File: src/rtl/alu_issue_arbiter.sv
// alu_issue_arbiter: round-robin issue of NUM_REQ requesters onto one shared ALU.
// The block registers the winning opcode and operands towards the ALU. It follows
// each operation's requester ID through the ALU latency, then queues
// {id, result, flags} in a response FIFO. Credits (in flight + queued) keep the
// number of outstanding operations at or below FIFO_DEPTH, so the FIFO can never
// overflow.
//
// Handshake semantics: a transfer happens on a port in any cycle where valid and
// ready are both high at the rising clock edge. req_ready is combinational from
// req_valid, the round-robin pointer and the registered credit state only. It
// never depends on rsp_ready. rsp_* stays stable while rsp_valid is high and
// rsp_ready is low.
module alu_issue_arbiter #(
  parameter int NUM_REQ     = 4,
  parameter int DATA_WIDTH  = 32,
  parameter int ALU_LATENCY = 1,
  parameter int FIFO_DEPTH  = 4,
  localparam int IDW = (NUM_REQ > 1) ? $clog2(NUM_REQ) : 1
) (
  input  logic                          clk,
  input  logic                          rst_n,
  input  logic [NUM_REQ-1:0]            req_valid,
  output logic [NUM_REQ-1:0]            req_ready,
  input  logic [NUM_REQ*4-1:0]          req_opcode,
  input  logic [NUM_REQ*DATA_WIDTH-1:0] req_a,
  input  logic [NUM_REQ*DATA_WIDTH-1:0] req_b,
  output logic                          alu_valid,
  output logic [3:0]                    alu_opcode,
  output logic [DATA_WIDTH-1:0]         alu_a,
  output logic [DATA_WIDTH-1:0]         alu_b,
  input  logic [DATA_WIDTH-1:0]         alu_result,
  input  logic [3:0]                    alu_flags,
  output logic                          rsp_valid,
  input  logic                          rsp_ready,
  output logic [IDW-1:0]                rsp_id,
  output logic [DATA_WIDTH-1:0]         rsp_result,
  output logic [3:0]                    rsp_flags,
  output logic                          busy
);

  localparam int PW = $clog2(FIFO_DEPTH);
  localparam int CW = PW + 1;
  localparam int EW = IDW + DATA_WIDTH + 4;

  // Arbitration / credit state
  logic [IDW-1:0]        rr_ptr;
  logic [IDW-1:0]        grant_id;
  logic [IDW-1:0]        grant_off;
  logic [IDW:0]          grant_sum;
  logic [NUM_REQ-1:0]    rot_valid;
  logic                  grant_found;
  logic                  can_issue;
  logic                  hs;
  logic [CW-1:0]         inflight;
  logic [CW-1:0]         fifo_count;
  logic [CW:0]           occ;

  // Selected request fields
  logic [3:0]            sel_op;
  logic [DATA_WIDTH-1:0] sel_a;
  logic [DATA_WIDTH-1:0] sel_b;

  // Tag pipeline: stage 0 is the issue register, stage ALU_LATENCY meets the result
  logic [ALU_LATENCY:0]  tag_v;
  logic [IDW-1:0]        tag_id [ALU_LATENCY+1];

  // Response FIFO
  logic [EW-1:0]         mem [FIFO_DEPTH];
  logic [PW-1:0]         wr_ptr;
  logic [PW-1:0]         rd_ptr;
  logic                  push;
  logic                  pop;
  logic [EW-1:0]         push_data;

  // Credit: a pop frees its slot only once fifo_count has been updated
  assign occ       = {1'b0, inflight} + {1'b0, fifo_count};
  assign can_issue = rst_n && (occ < (CW+1)'(FIFO_DEPTH));

  // Round-robin search: rotate valids so the pointer is at bit 0, take first set bit
  always_comb begin
    rot_valid   = '0;
    grant_found = 1'b0;
    grant_off   = '0;
    if (can_issue) begin
      rot_valid = NUM_REQ'({req_valid, req_valid} >> rr_ptr);
    end
    for (int k = 0; k < NUM_REQ; k++) begin
      if (!grant_found && rot_valid[k]) begin
        grant_found = 1'b1;
        grant_off   = IDW'(k);
      end
    end
    grant_sum = {1'b0, rr_ptr} + {1'b0, grant_off};
    if (grant_sum >= (IDW+1)'(NUM_REQ)) begin
      grant_sum = grant_sum - (IDW+1)'(NUM_REQ);
    end
    grant_id = grant_sum[IDW-1:0];
  end

  assign req_ready = grant_found ? (NUM_REQ'(1) << grant_id) : '0;
  assign hs        = grant_found;

  // Operand mux for the granted requester
  always_comb begin
    sel_op = '0;
    sel_a  = '0;
    sel_b  = '0;
    for (int k = 0; k < NUM_REQ; k++) begin
      if (grant_id == IDW'(k)) begin
        sel_op = req_opcode[k*4 +: 4];
        sel_a  = req_a[k*DATA_WIDTH +: DATA_WIDTH];
        sel_b  = req_b[k*DATA_WIDTH +: DATA_WIDTH];
      end
    end
  end

  // Round-robin pointer: move just past the winner, hold when nothing is granted
  always_ff @(posedge clk or negedge rst_n) begin
    if (!rst_n) begin
      rr_ptr <= '0;
    end else if (hs) begin
      rr_ptr <= (grant_id == IDW'(NUM_REQ-1)) ? '0 : grant_id + IDW'(1);
    end
  end

  // Issue register: operands only load on a grant so they hold between issues
  always_ff @(posedge clk or negedge rst_n) begin
    if (!rst_n) begin
      alu_opcode <= '0;
      alu_a      <= '0;
      alu_b      <= '0;
    end else if (hs) begin
      alu_opcode <= sel_op;
      alu_a      <= sel_a;
      alu_b      <= sel_b;
    end
  end

  // Tag shift register carrying {valid, id} alongside the ALU pipeline
  always_ff @(posedge clk or negedge rst_n) begin
    if (!rst_n) begin
      tag_v <= '0;
      for (int k = 0; k <= ALU_LATENCY; k++) begin
        tag_id[k] <= '0;
      end
    end else begin
      tag_v[0]  <= hs;
      tag_id[0] <= grant_id;
      for (int k = 1; k <= ALU_LATENCY; k++) begin
        tag_v[k]  <= tag_v[k-1];
        tag_id[k] <= tag_id[k-1];
      end
    end
  end

  assign alu_valid = tag_v[0];
  assign push      = tag_v[ALU_LATENCY];
  assign push_data = {tag_id[ALU_LATENCY], alu_result, alu_flags};

  // Ops issued but not yet pushed into the FIFO
  always_ff @(posedge clk or negedge rst_n) begin
    if (!rst_n) begin
      inflight <= '0;
    end else begin
      case ({hs, push})
        2'b10:   inflight <= inflight + CW'(1);
        2'b01:   inflight <= inflight - CW'(1);
        default: inflight <= inflight;
      endcase
    end
  end

  assign rsp_valid = (fifo_count != '0);
  assign pop       = rsp_valid && rsp_ready;

  // Response FIFO storage and pointers; storage is cleared so outputs read 0 after reset
  always_ff @(posedge clk or negedge rst_n) begin
    if (!rst_n) begin
      wr_ptr     <= '0;
      rd_ptr     <= '0;
      fifo_count <= '0;
      for (int k = 0; k < FIFO_DEPTH; k++) begin
        mem[k] <= '0;
      end
    end else begin
      if (push) begin
        mem[wr_ptr] <= push_data;
        wr_ptr      <= wr_ptr + PW'(1);
      end
      if (pop) begin
        rd_ptr <= rd_ptr + PW'(1);
      end
      case ({push, pop})
        2'b10:   fifo_count <= fifo_count + CW'(1);
        2'b01:   fifo_count <= fifo_count - CW'(1);
        default: fifo_count <= fifo_count;
      endcase
    end
  end

  assign {rsp_id, rsp_result, rsp_flags} = mem[rd_ptr];
  assign busy = (inflight != '0) || (fifo_count != '0);

`ifdef SIMULATION
  // Credit accounting must make a push into a full FIFO without a pop impossible
  always_ff @(posedge clk) begin
    if (rst_n) begin
      assert (!(push && !pop && (fifo_count == CW'(FIFO_DEPTH))))
        else $error("alu_issue_arbiter: response FIFO overflow");
    end
  end
`endif

endmodule

File: config.mk
export PLATFORM = sky130hd
export DESIGN_NAME = alu_issue_arbiter
export DESIGN_NICKNAME = d
export VERILOG_FILES = /design/src/rtl/alu_issue_arbiter.sv
export SDC_FILE = /design/constraint.sdc
export NUM_CORES = 1
export LEC_CHECK = 0
export CAP_MARGIN = 10
export CORE_AREA = 8 8 166 168
export DETAILED_ROUTE_END_ITERATION = 8
export DIE_AREA = 0 0 174 176
export GPL_TIMING_DRIVEN = 0
export PLACE_DENSITY_LB_ADDON = 0.1
export REMOVE_ABC_BUFFERS = 1
export SLEW_MARGIN = 25
export SYNTH_ARGS = -nofsm -noshare
export SYNTH_HDL_FRONTEND = slang
export SYNTH_SLANG_ARGS = --single-unit
File: constraint.sdc
create_clock -name clk -period 9.3 [get_ports clk]
set_input_delay 1.86 -clock clk [delete_from_list [all_inputs] [get_ports clk]]
set_output_delay 1.86 -clock clk [all_outputs]
set_load 0.03 [all_outputs]
==> flow_summary.ini <==
[status]
outcome = completed

[floorplanning]
start_util_pct = 49.3
die_w_um = 174
core_mm2 = 0.0248
die_y_um = 176
rows = 58
ios = 428
die_area_mm2 = 0.0306

[finish]
num-nets-final = 1766
syn_to_final_growth_pct = 46.4
final_area_mm2 = 0.0179
drive_gt1_share_pct = 18.2
final_common_cell = clkdlybuf4s50_1
layout_common_cells = clkdlybuf4s50_1, dfrtp_1, mux2_2

[timing]
max_slew_margin_pct = 55.6
slew_viol_final = 0
tightestPinTransition_ns = 0.664
fin_crit_ns = 8.70
grt_setup_unrepaired = no
timing.hold.ws_ns = 0.336
hold_viol = 0
setup_tns_ns = 0
max_freq_mhz = 115
setup_viol = 0
final.setup_skew_ns = 0.0261
fin_crit_sh_pct = 93.5

[synthesis]
ys_seq_area_share_pct = 48.7
synth.avg_cell_area_um2 = 11.6
yosysWarnings = 0
synth_cells = 1055
synth.top_cell.area_share_pct = 48.7
synth_area_mm2 = 0.0122
synth.largest_area_cell = dfrtp_1
async_flop_share_pct = 100
synth_edf_count = 0
ys_ff_latch = 238
yosys-top-cells-area = dfrtp_1, mux2_2, mux4_2, a21oi_1, a211o_1
synth.distinct_cells = 36
ys.flop_type = dfrtp_1

[grt]
globalRouteTotalUtil_pct = 26.8
grt_pass1_wl_um = 64200
grt_max_degree = 91
antenna_found_initial = 1
grt_pass1_vias = 10500
grt-ovfl-total = 0

[routing]
ant_nets = 0
drc = 0
wl_per_cell_um = 23.5
vias = 10100
viasPerCell = 5.64
drt_iter0_markers = 728
first_pass_iters = 6
drt_wl_total_um = 41900

[worst_setup_path]
critPathKind = in2out
cpPeakStageDelay_ns = 0.68
critical_path_required_ns = 7.44
critPathLaunchType = input pin
path_cells = buf_8 > buf_16 > buf_16 > or4b_1 > a311oi_1 > o21a_1 > ha_1 > xor2_1 > xor2_1 > ha_4 > buf_16 > and2_1 > clkdlybuf4s50_1
critical_path_arrival_ns = 6.84
crit_slowest_cell = clkdlybuf4s50_1
cp_max_fo = 90
end_kind = output pin
crit_top_cell = buf_16

[cts]
cts_resized = 0
postCtsSetupBuffers = 0
cts_made_buffers = 27
cts_tree = done
path_clk_slew_ns = 0.06
hold_buffers = 0
clock_latency_ns = 0.55
clockBufferDepth = 3
cts_root_buf = clkbuf_16
htreeDepth = 1
cts_sinks = 238

[min_path]
hold_class = reg2reg

[placement]
gp_congestion = 0.899
placed_area_mm2 = 0.0170
io_buffers = 427
hpwl_um = 30800

[pwr]
cellLeakagePower_nw = 7.59
powerDensity_mw_per_mm2 = 409
ir_worst_vdd_mv = 0.228

[job]
drv_cap = 0
## registers in the layout (all words and copies together), names as in the netlist
register,cells
alu_a,32
alu_b,32
alu_opcode,4
fifo_count,3
inflight,3
mem,152
push_data,2
rd_ptr,2
rr_ptr,2
tag_id,2
tag_v,2
wr_ptr,2
## cells in the mapped netlist, types with 2 or more instances
| library cell | count |
|---|---|
| o311ai_0 | 2 |
| dfrtp_1 | 238 |
| ha_1 | 13 |
| buf_6 | 6 |
| o21ai_0 | 3 |
| a211o_1 | 68 |
| and2_1 | 6 |
| nand2_1 | 11 |
| a311oi_1 | 2 |
| xor2_1 | 8 |
| buf_1 | 14 |
| nor2_1 | 71 |
| xnor2_1 | 4 |
| mux4_2 | 39 |
| a21oi_1 | 138 |
| nor2b_1 | 43 |
| a221oi_1 | 68 |
| inv_1 | 80 |
| mux2i_1 | 2 |
| fa_1 | 2 |
| mux2_2 | 152 |
| buf_2 | 17 |
| clkbuf_1 | 55 |
## where the power goes
group          internal, W  leakage [nW]  switching (W)
combinational      0.00202          4.36        0.00225
clock             0.000700         0.462       0.000433
sequential         0.00158          2.77       0.000338
total              0.00431          7.59        0.00302
## cell type report
type	instances	area [um2]
clock inverter	12	210
timing repair buffer	445	4630
fill	1781	6910
clock buffer	36	739
multi-input combinational	643	5640
inverter	81	307
antenna	1	2.50
tap	330	413
sequential	238	5960
## layer usage
metal  vias up  GRT usage, %  share of wire (%)  wire length, um
met5         -             0                  0                0
met2       342          47.0                 51            21500
met4         0          4.99                1.7              705
met1      5085          33.1                 40            16700
li1       4598             -                  -                -
met3        48          7.01                7.3             3050
## path summary, 6_finish.rpt
check                                          start                      end  slack (ns)  cells after the start
min in group asynchronous                      rst_n     mem[127]$_DFFE_PN0P_        1.30                      1
max reg2reg                fifo_count[2]$_DFFE_PN0P_     alu_a[3]$_DFFE_PN0N_        4.73                     12
min                              tag_id[2]$_DFF_PN0_  push_data[36]$_DFF_PN0_        0.34                      0
max                                            rst_n             req_ready[1]        0.60                     13
max in group asynchronous                      rst_n       mem[7]$_DFFE_PN0P_        6.73                      3
min reg2reg                      tag_id[2]$_DFF_PN0_  push_data[36]$_DFF_PN0_        0.34                      0
## critical path: cells and delay by family
family / cells / cell delay [ns]
buffers and inverters: 5 / 2.22
and+or+nand+nor: 2 / 0.73
adders and majority gates: 2 / 0.73
AOI/OAI and AO/OA: 2 / 0.55
xor gates and xnor gates: 2 / 0.55
## per-stage QoR
stage | instances | utilization [%] | power (W) | setup slack [ns]
floorplan | 962 | - | 0.00456 | 1.17
global route | 1786 | 72.2 | 0.00775 | 0.150
CTS | 1785 | 72.1 | 0.00738 | 0.537
global placement | 1719 | 66.5 | 0.00608 | -10.60
finish | 1786 | 72.2 | 0.00732 | 0.605
detailed placement | 1737 | 68.3 | 0.00621 | 0.554
## cell families after synthesis
group	Yosys count	share of synthesized area [%]
AOI/OAI and AO/OA	286	16.2
xor gates and xnor gates	12	0.859
DFF	238	48.7
adders and majority gates	15	1.66
muxes	193	21.3
buffers and inverters	174	5.91
and+or+nand+nor	137	5.38
(Power assumes the default switching activity.)
